File: src/rtl/key_debounce_pkg.sv
// Shared constants and helpers for the key/switch conditioning block.
// Holds synchroniser depth, default parameter values and counter sizing.
package key_debounce_pkg;

    // Number of flops in every per-channel input synchroniser.
    localparam int SYNC_DEPTH = 2;

    // Default parameter values.
    localparam int DEF_SYSCLK_FREQ  = 1000;
    localparam int DEF_CHANNELS     = 14;
    localparam int DEF_DEBOUNCE_MS  = 10;
    localparam int DEF_RPT_DELAY_MS = 500;
    localparam int DEF_RPT_RATE_MS  = 100;

    // Clock cycles per millisecond; sysclk_frequency is in 100 kHz units.
    function automatic int ms_ticks(input int sysclk_frequency);
        return sysclk_frequency * 100;
    endfunction

    // Bits needed for a counter that must hold max_val.
    function automatic int cnt_width(input int max_val);
        return (max_val < 1) ? 1 : $clog2(max_val + 1);
    endfunction

endpackage

File: src/rtl/key_debounce_channel.sv
// One input channel: synchroniser, polarity fix, ms debounce counter and
// level/pressed/released registers.
// Ports: clk, reset (async, active-high), raw_i (pin), tick_i (1 ms strobe),
//        level_o, pressed_o, released_o.
// Optional auto-repeat when KEY_DEBOUNCE_AUTOREPEAT_EN is defined.
module debounce_channel
    import key_debounce_pkg::*;
#(
    parameter int   DEBOUNCE_MS = DEF_DEBOUNCE_MS,
    parameter logic INV         = 1'b0
`ifdef KEY_DEBOUNCE_AUTOREPEAT_EN
    ,
    parameter int   REPEAT_DELAY_MS = DEF_RPT_DELAY_MS,
    parameter int   REPEAT_RATE_MS  = DEF_RPT_RATE_MS
`endif
) (
    input  logic clk,
    input  logic reset,
    input  logic raw_i,
    input  logic tick_i,
    output logic level_o,
    output logic pressed_o,
    output logic released_o
);

    localparam int               CNT_W   = cnt_width(DEBOUNCE_MS);
    localparam logic [CNT_W-1:0] CNT_MAX = CNT_W'(DEBOUNCE_MS);

    logic [SYNC_DEPTH-1:0] sync_q, sync_d;
    logic [CNT_W-1:0]      cnt_q, cnt_d;
    logic                  level_q, level_d;
    logic                  pressed_q, pressed_d;
    logic                  released_q, released_d;
    logic                  s;
    logic                  acc_press, acc_release;

    assign s = sync_q[SYNC_DEPTH-1] ^ INV;

    // The counter only advances on ticks, and acceptance happens on the tick
    // after it reached DEBOUNCE_MS, so the input has been stable for a full
    // DEBOUNCE_MS ms (plus up to one partial ms) when level moves.
    always_comb begin
        sync_d      = {sync_q[SYNC_DEPTH-2:0], raw_i};
        cnt_d       = cnt_q;
        level_d     = level_q;
        acc_press   = 1'b0;
        acc_release = 1'b0;
        if (s == level_q) begin
            cnt_d = '0;
        end else if (tick_i) begin
            if (cnt_q == CNT_MAX) begin
                level_d     = s;
                cnt_d       = '0;
                acc_press   = s;
                acc_release = ~s;
            end else begin
                cnt_d = cnt_q + 1'b1;
            end
        end
    end

`ifdef KEY_DEBOUNCE_AUTOREPEAT_EN
    localparam int RPT_MAX_I = REPEAT_DELAY_MS + REPEAT_RATE_MS;
    localparam int RPT_W     = cnt_width(RPT_MAX_I);
    localparam logic [RPT_W-1:0] RPT_MAX   = RPT_W'(RPT_MAX_I);
    localparam logic [RPT_W-1:0] RPT_DELAY = RPT_W'(REPEAT_DELAY_MS);

    logic [RPT_W-1:0] rpt_q, rpt_d, rpt_nxt;
    logic             rpt_hit;

    // Counts ms while the key stays held; folds back to the delay value
    // after each rate period so it never needs to grow past RPT_MAX.
    always_comb begin
        rpt_d   = rpt_q;
        rpt_hit = 1'b0;
        rpt_nxt = rpt_q + 1'b1;
        if (!level_d) begin
            rpt_d = '0;
        end else if (level_q && tick_i) begin
            if (rpt_nxt == RPT_MAX) begin
                rpt_d   = RPT_DELAY;
                rpt_hit = 1'b1;
            end else begin
                rpt_d   = rpt_nxt;
                rpt_hit = (rpt_nxt == RPT_DELAY);
            end
        end
    end

    always_ff @(posedge clk or posedge reset) begin
        if (reset) begin
            rpt_q <= '0;
        end else begin
            rpt_q <= rpt_d;
        end
    end

    assign pressed_d = acc_press | rpt_hit;
`else
    assign pressed_d = acc_press;
`endif

    assign released_d = acc_release;

    always_ff @(posedge clk or posedge reset) begin
        if (reset) begin
            sync_q     <= {SYNC_DEPTH{INV}};
            cnt_q      <= '0;
            level_q    <= 1'b0;
            pressed_q  <= 1'b0;
            released_q <= 1'b0;
        end else begin
            sync_q     <= sync_d;
            cnt_q      <= cnt_d;
            level_q    <= level_d;
            pressed_q  <= pressed_d;
            released_q <= released_d;
        end
    end

    assign level_o    = level_q;
    assign pressed_o  = pressed_q;
    assign released_o = released_q;

endmodule

File: src/rtl/key_debounce.sv
// Board input conditioner: shared 1 ms prescaler plus one debounce_channel
// per raw input.
// Ports: clk, reset (async, active-high), raw[channels] pins in;
//        level/pressed/released[channels] out, tick_1ms strobe out.
// Macro KEY_DEBOUNCE_AUTOREPEAT_EN adds auto-repeat pressed pulses.
module key_debounce
    import key_debounce_pkg::*;
#(
    parameter int                  sysclk_frequency = DEF_SYSCLK_FREQ,
    parameter int                  channels         = DEF_CHANNELS,
    parameter logic [channels-1:0] inv_mask         = channels'(14'h000F),
    parameter int                  debounce_ms      = DEF_DEBOUNCE_MS
`ifdef KEY_DEBOUNCE_AUTOREPEAT_EN
    ,
    parameter int                  repeat_delay_ms  = DEF_RPT_DELAY_MS,
    parameter int                  repeat_rate_ms   = DEF_RPT_RATE_MS
`endif
) (
    input  logic                clk,
    input  logic                reset,
    input  logic [channels-1:0] raw,
    output logic [channels-1:0] level,
    output logic [channels-1:0] pressed,
    output logic [channels-1:0] released,
    output logic                tick_1ms
);

    localparam int               PRE_CYC = ms_ticks(sysclk_frequency);
    localparam int               PRE_W   = cnt_width(PRE_CYC - 1);
    localparam logic [PRE_W-1:0] PRE_MAX = PRE_W'(PRE_CYC - 1);

    logic [PRE_W-1:0] pre_q, pre_d;

    assign tick_1ms = (pre_q == PRE_MAX);

    always_comb begin
        pre_d = pre_q + 1'b1;
        if (tick_1ms) begin
            pre_d = '0;
        end
    end

    always_ff @(posedge clk or posedge reset) begin
        if (reset) begin
            pre_q <= '0;
        end else begin
            pre_q <= pre_d;
        end
    end

    for (genvar i = 0; i < channels; i++) begin : g_ch
        debounce_channel #(
            .DEBOUNCE_MS     (debounce_ms),
            .INV             (inv_mask[i])
`ifdef KEY_DEBOUNCE_AUTOREPEAT_EN
            ,
            .REPEAT_DELAY_MS (repeat_delay_ms),
            .REPEAT_RATE_MS  (repeat_rate_ms)
`endif
        ) u_ch (
            .clk        (clk),
            .reset      (reset),
            .raw_i      (raw[i]),
            .tick_i     (tick_1ms),
            .level_o    (level[i]),
            .pressed_o  (pressed[i]),
            .released_o (released[i])
        );
    end

endmodule

File: config.mk
export PLATFORM = sky130hd
export DESIGN_NAME = key_debounce
export DESIGN_NICKNAME = d
export VERILOG_FILES = /design/src/rtl/key_debounce_pkg.sv /design/src/rtl/key_debounce_channel.sv /design/src/rtl/key_debounce.sv
export SDC_FILE = /design/constraint.sdc
export NUM_CORES = 1
export LEC_CHECK = 0
export BUFFER_PORTS_ARGS = -buffer_cell sky130_fd_sc_hd__buf_4
export CORE_MARGIN = 1.5
export CORE_UTILIZATION = 25
export DETAILED_ROUTE_END_ITERATION = 10
export HOLD_SLACK_MARGIN = 0.03
export SYNTH_ARGS = -nofsm -noshare
export SYNTH_HDL_FRONTEND = slang
export SYNTH_SLANG_ARGS = --single-unit
File: constraint.sdc
create_clock -name clk -period 4.2 [get_ports clk]
set_clock_uncertainty 0.15 [all_clocks]
set_input_delay 0.42 -clock clk [delete_from_list [all_inputs] [get_ports clk]]
set_output_delay 0.42 -clock clk [all_outputs]
set_load 0.02 [all_outputs]
==> summary.txt <==
Run status
  – Status: finished, final reports clean

Clocking
  – Setup bufs post-CTS: 0
  – TritonCTS Buffers: 17
  – Root Buffer: clkbuf_16
  – H-tree levels: 4
  – CTS tree: built
  – Post-CTS Hold Fix Bufs: 15
  – CTS clk-pin slew, worst paths: 0.06 ns
  – Sink Count: 143
  – Clk buf depth: 2
  – CTS resizes: 0
  – Worst-Skew Late Latency: 0.42 ns

Timing
  – Final hold viol count: 0
  – F_max: 0.324 GHz
  – Slew @ Worst Pin: 0.741 ns
  – Setup ws final: 1.12 ns
  – Final setup viols: 0
  – RSZ-0062 raised after global routing: no
  – Fin Setup TNS: 0 ns
  – Max Slew Vio Count: 0
  – Fin crit share: 73.4%
  – Fin crit period: 3.08 ns
  – Slew margin rel.: 50.6%

Pwr
  – VDD IR max: 218 µV
  – Sw Share: 22.2%
  – Switching power: 0.655 mW
  – Comb power frac: 2.2%
  – Clock group share of total power: 50.2%
  – Internal: 2.29 mW
  – Leakage: 3.36 nW
  – Part of the power in registers: 47.6%
  – Pwr dens: 376 nW/µm²

Die
  – Die footprint: 27400 µm²
  – Io pins: 59
  – Rows: 59
  – Initial core utilization: 25.4%
  – Total core area: 26000 µm²
  – Die Span X: 166 µm
  – Die span in y: 166 µm

Global route
  – Total grt overflow: 0
  – GRT Util Overall: 10.0%
  – Global-route wire length before repair: 21500 µm
  – Largest net degree at the start of global routing: 77
  – Vias in the first global route: 4270
  – Initial antenna violation count: 0

Route
  – Detailed Routing Iterations Pass 1: 4
  – Drt wl/cell: 12.7 µm
  – Routed WL: 12700 µm
  – Initial DRC count: 261
  – Post-DR vias/cell: 4.39
  – Post-DRT Antenna Nets: 0
  – DR vias: 4394
  – DR DRC count: 0

Setup path
  – CP Launch Type: flip-flop
  – Crit-path cells: ha_1 -> or4bb_1 -> nor4_4 -> buf_4 -> buf_4
  – Crit. End Element: output pin
  – Top delay family on crit path: simple AND/OR/NAND/NOR gates
  – Crit-path max FO: 30
  – Data arrival, critical path: 2.51 ns
  – Worst path buffer plus inverter count: 2
  – CP max stage cell: or4bb_1
  – Worst setup path class: reg -> out
  – Crit-path max cell delay: 0.54 ns
  – Crit-path most repeated cell: buf_4
  – Worst Path Required: 3.63 ns

Logic synthesis
  – Yosys cell types: 38
  – Top post-synthesis cells by area: dfrtp_1 (51%), ha_1 (5.5%), buf_4 (4.8%)
  – Yosys top cell area share: 51.1%
  – Seq/Total Area, Yosys: 54.3%
  – FFs w/ async S/R, synth: 100%
  – Syn nets: 654
  – Yosys warns: 0
  – Number of synthesized register bits: 143
  – Post-Syn Instances: 609
  – Most common library cells after synthesis: dfrtp_1 (135), nand2_1 (68), a21oi_1 (43), buf_4 (42), inv_1 (35)
  – Top FF cell, synth: dfrtp_1
  – Synth Cell Area: 6610 µm²
  – Cell type with the largest total area after synthesis: dfrtp_1
  – Most common cell in the synthesized netlist: dfrtp_1
  – Syn avg cell area: 10.8 µm²
  – Post-synth EDFFs: 0

Job
  – Max-Cap Viols: 0

Place
  – DP Worst Slack: 1.29 ns
  – Post-DP HPWL: 7970 µm
  – GPL Wtd Cong: 0.738
  – # port buffers: 58

Min path
  – Hold Crit Class: reg -> reg

Final layout
  – Share of layout cells above drive strength 1: 18.0%
  – # diodes: 0
  – Layout Nets: 697
  – Area grow syn2layout: 18.9%
==> worst reg2reg max path: cells and delay by family, from the launching register on <==
kind / cells / cell delay (ns)
simple gates: 3 / 1.88
flops: 1 / 0.40
fa+ha+maj: 1 / 0.26
compound gates: 1 / 0.19
==> through the flow <==
| stage | cell area [µm²] | hold WS [ns] | utilization, % | instances | total power [mW] |
|---|---|---|---|---|---|
| floorplan | 6610 | 0.181 | - | 609 | 1.46 |
| global placement | 7130 | 0.183 | 27.4 | 953 | 1.49 |
| detailed placement | 7130 | 0.186 | 27.4 | 953 | 1.49 |
| CTS | 7850 | 0.200 | 30.2 | 1000 | 3.01 |
| global route | 7850 | 0.203 | 30.2 | 1000 | 3.08 |
| finish | 7850 | 0.197 | 30.2 | 1000 | 2.95 |
==> logic make-up after synthesis <==
kind of cell               count (synthesis)  share of synthesized area [%]
and+or+nand+nor                          210                           17.4
xor gates and xnor gates                  27                           3.58
adders and majority gates                 29                           5.49
buffers and inverters                     90                           7.92
DFF                                      143                           54.3
AOI/OAI and AO/OA                         95                           8.83
muxes                                     15                           2.46
==> final timing paths <==
path | start | end | slack, ns | depth (start not counted)
min in group asynchronous | reset | g_ch[3].u_ch.released_o$_DFF_PP0_ | 0.48 | 3
max reg2reg | pre_q[0]$_DFF_PP0_ | g_ch[4].u_ch.cnt_q[1]$_DFFE_PP0P_ | 1.24 | 5
min reg2reg | g_ch[6].u_ch.sync_q[0]$_DFF_PP0_ | g_ch[6].u_ch.sync_q[1]$_DFF_PP0_ | 0.20 | 0
min | g_ch[6].u_ch.sync_q[0]$_DFF_PP0_ | g_ch[6].u_ch.sync_q[1]$_DFF_PP0_ | 0.20 | 0
max | pre_q[0]$_DFF_PP0_ | tick_1ms | 1.12 | 5
max in group asynchronous | reset | g_ch[2].u_ch.sync_q[1]$_DFF_PP1_ | 2.46 | 4
==> layout by cell type, fill, tap and decap left out, types with 15 or more instances in the layout <==
| cell | instances |
|---|---|
| a21oi_1 | 43 |
| buf_4 | 64 |
| clkbuf_16 | 17 |
| dfrtp_1 | 135 |
| dlygate4sd3_1 | 15 |
| ha_1 | 29 |
| inv_1 | 34 |
| nand2_1 | 68 |
| nand3_1 | 19 |
| nor2_1 | 31 |
| nor3b_1 | 25 |
| or3_1 | 29 |
| xnor2_1 | 19 |
==> state kept, by name, indices dropped and copies added, names as in the netlist <==
| name | cells |
|---|---|
| g_ch.u_ch.level_o | 14 |
| pre_q | 17 |
| g_ch.u_ch.pressed_o | 14 |
| g_ch.u_ch.cnt_q | 56 |
| g_ch.u_ch.sync_q | 28 |
| g_ch.u_ch.released_o | 14 |
==> power groups by stage <==
stage | Combinational (mW) | Sequential [mW] | Clock, mW
after floorplan | 0.0312 | 1.43 | 0
after global placement | 0.0585 | 1.43 | 0
after detailed placement | 0.0586 | 1.43 | 0
after CTS | 0.0698 | 1.40 | 1.54
after global routing | 0.0758 | 1.41 | 1.60
final | 0.0656 | 1.40 | 1.48
==> cell type report <==
type / instances / area, µm²
Fill cell: 2677 / 18100
Inverter: 35 / 135
Timing Repair Buffer: 79 / 631
Clock inverter: 13 / 143
Sequential cell: 143 / 3590
Multi-Input combinational cell: 376 / 2500
Tap cell: 335 / 419
Clock buffer: 19 / 433
==> routing by layer <==
layer / GRT usage (%) / part of all wire, %
met2: 15.5 / 48
met1: 13.0 / 48
met4: 4.26 / 1.6
met5: 0 / 0
met3: 2.80 / 2.9
(Power assumes the default switching activity.)
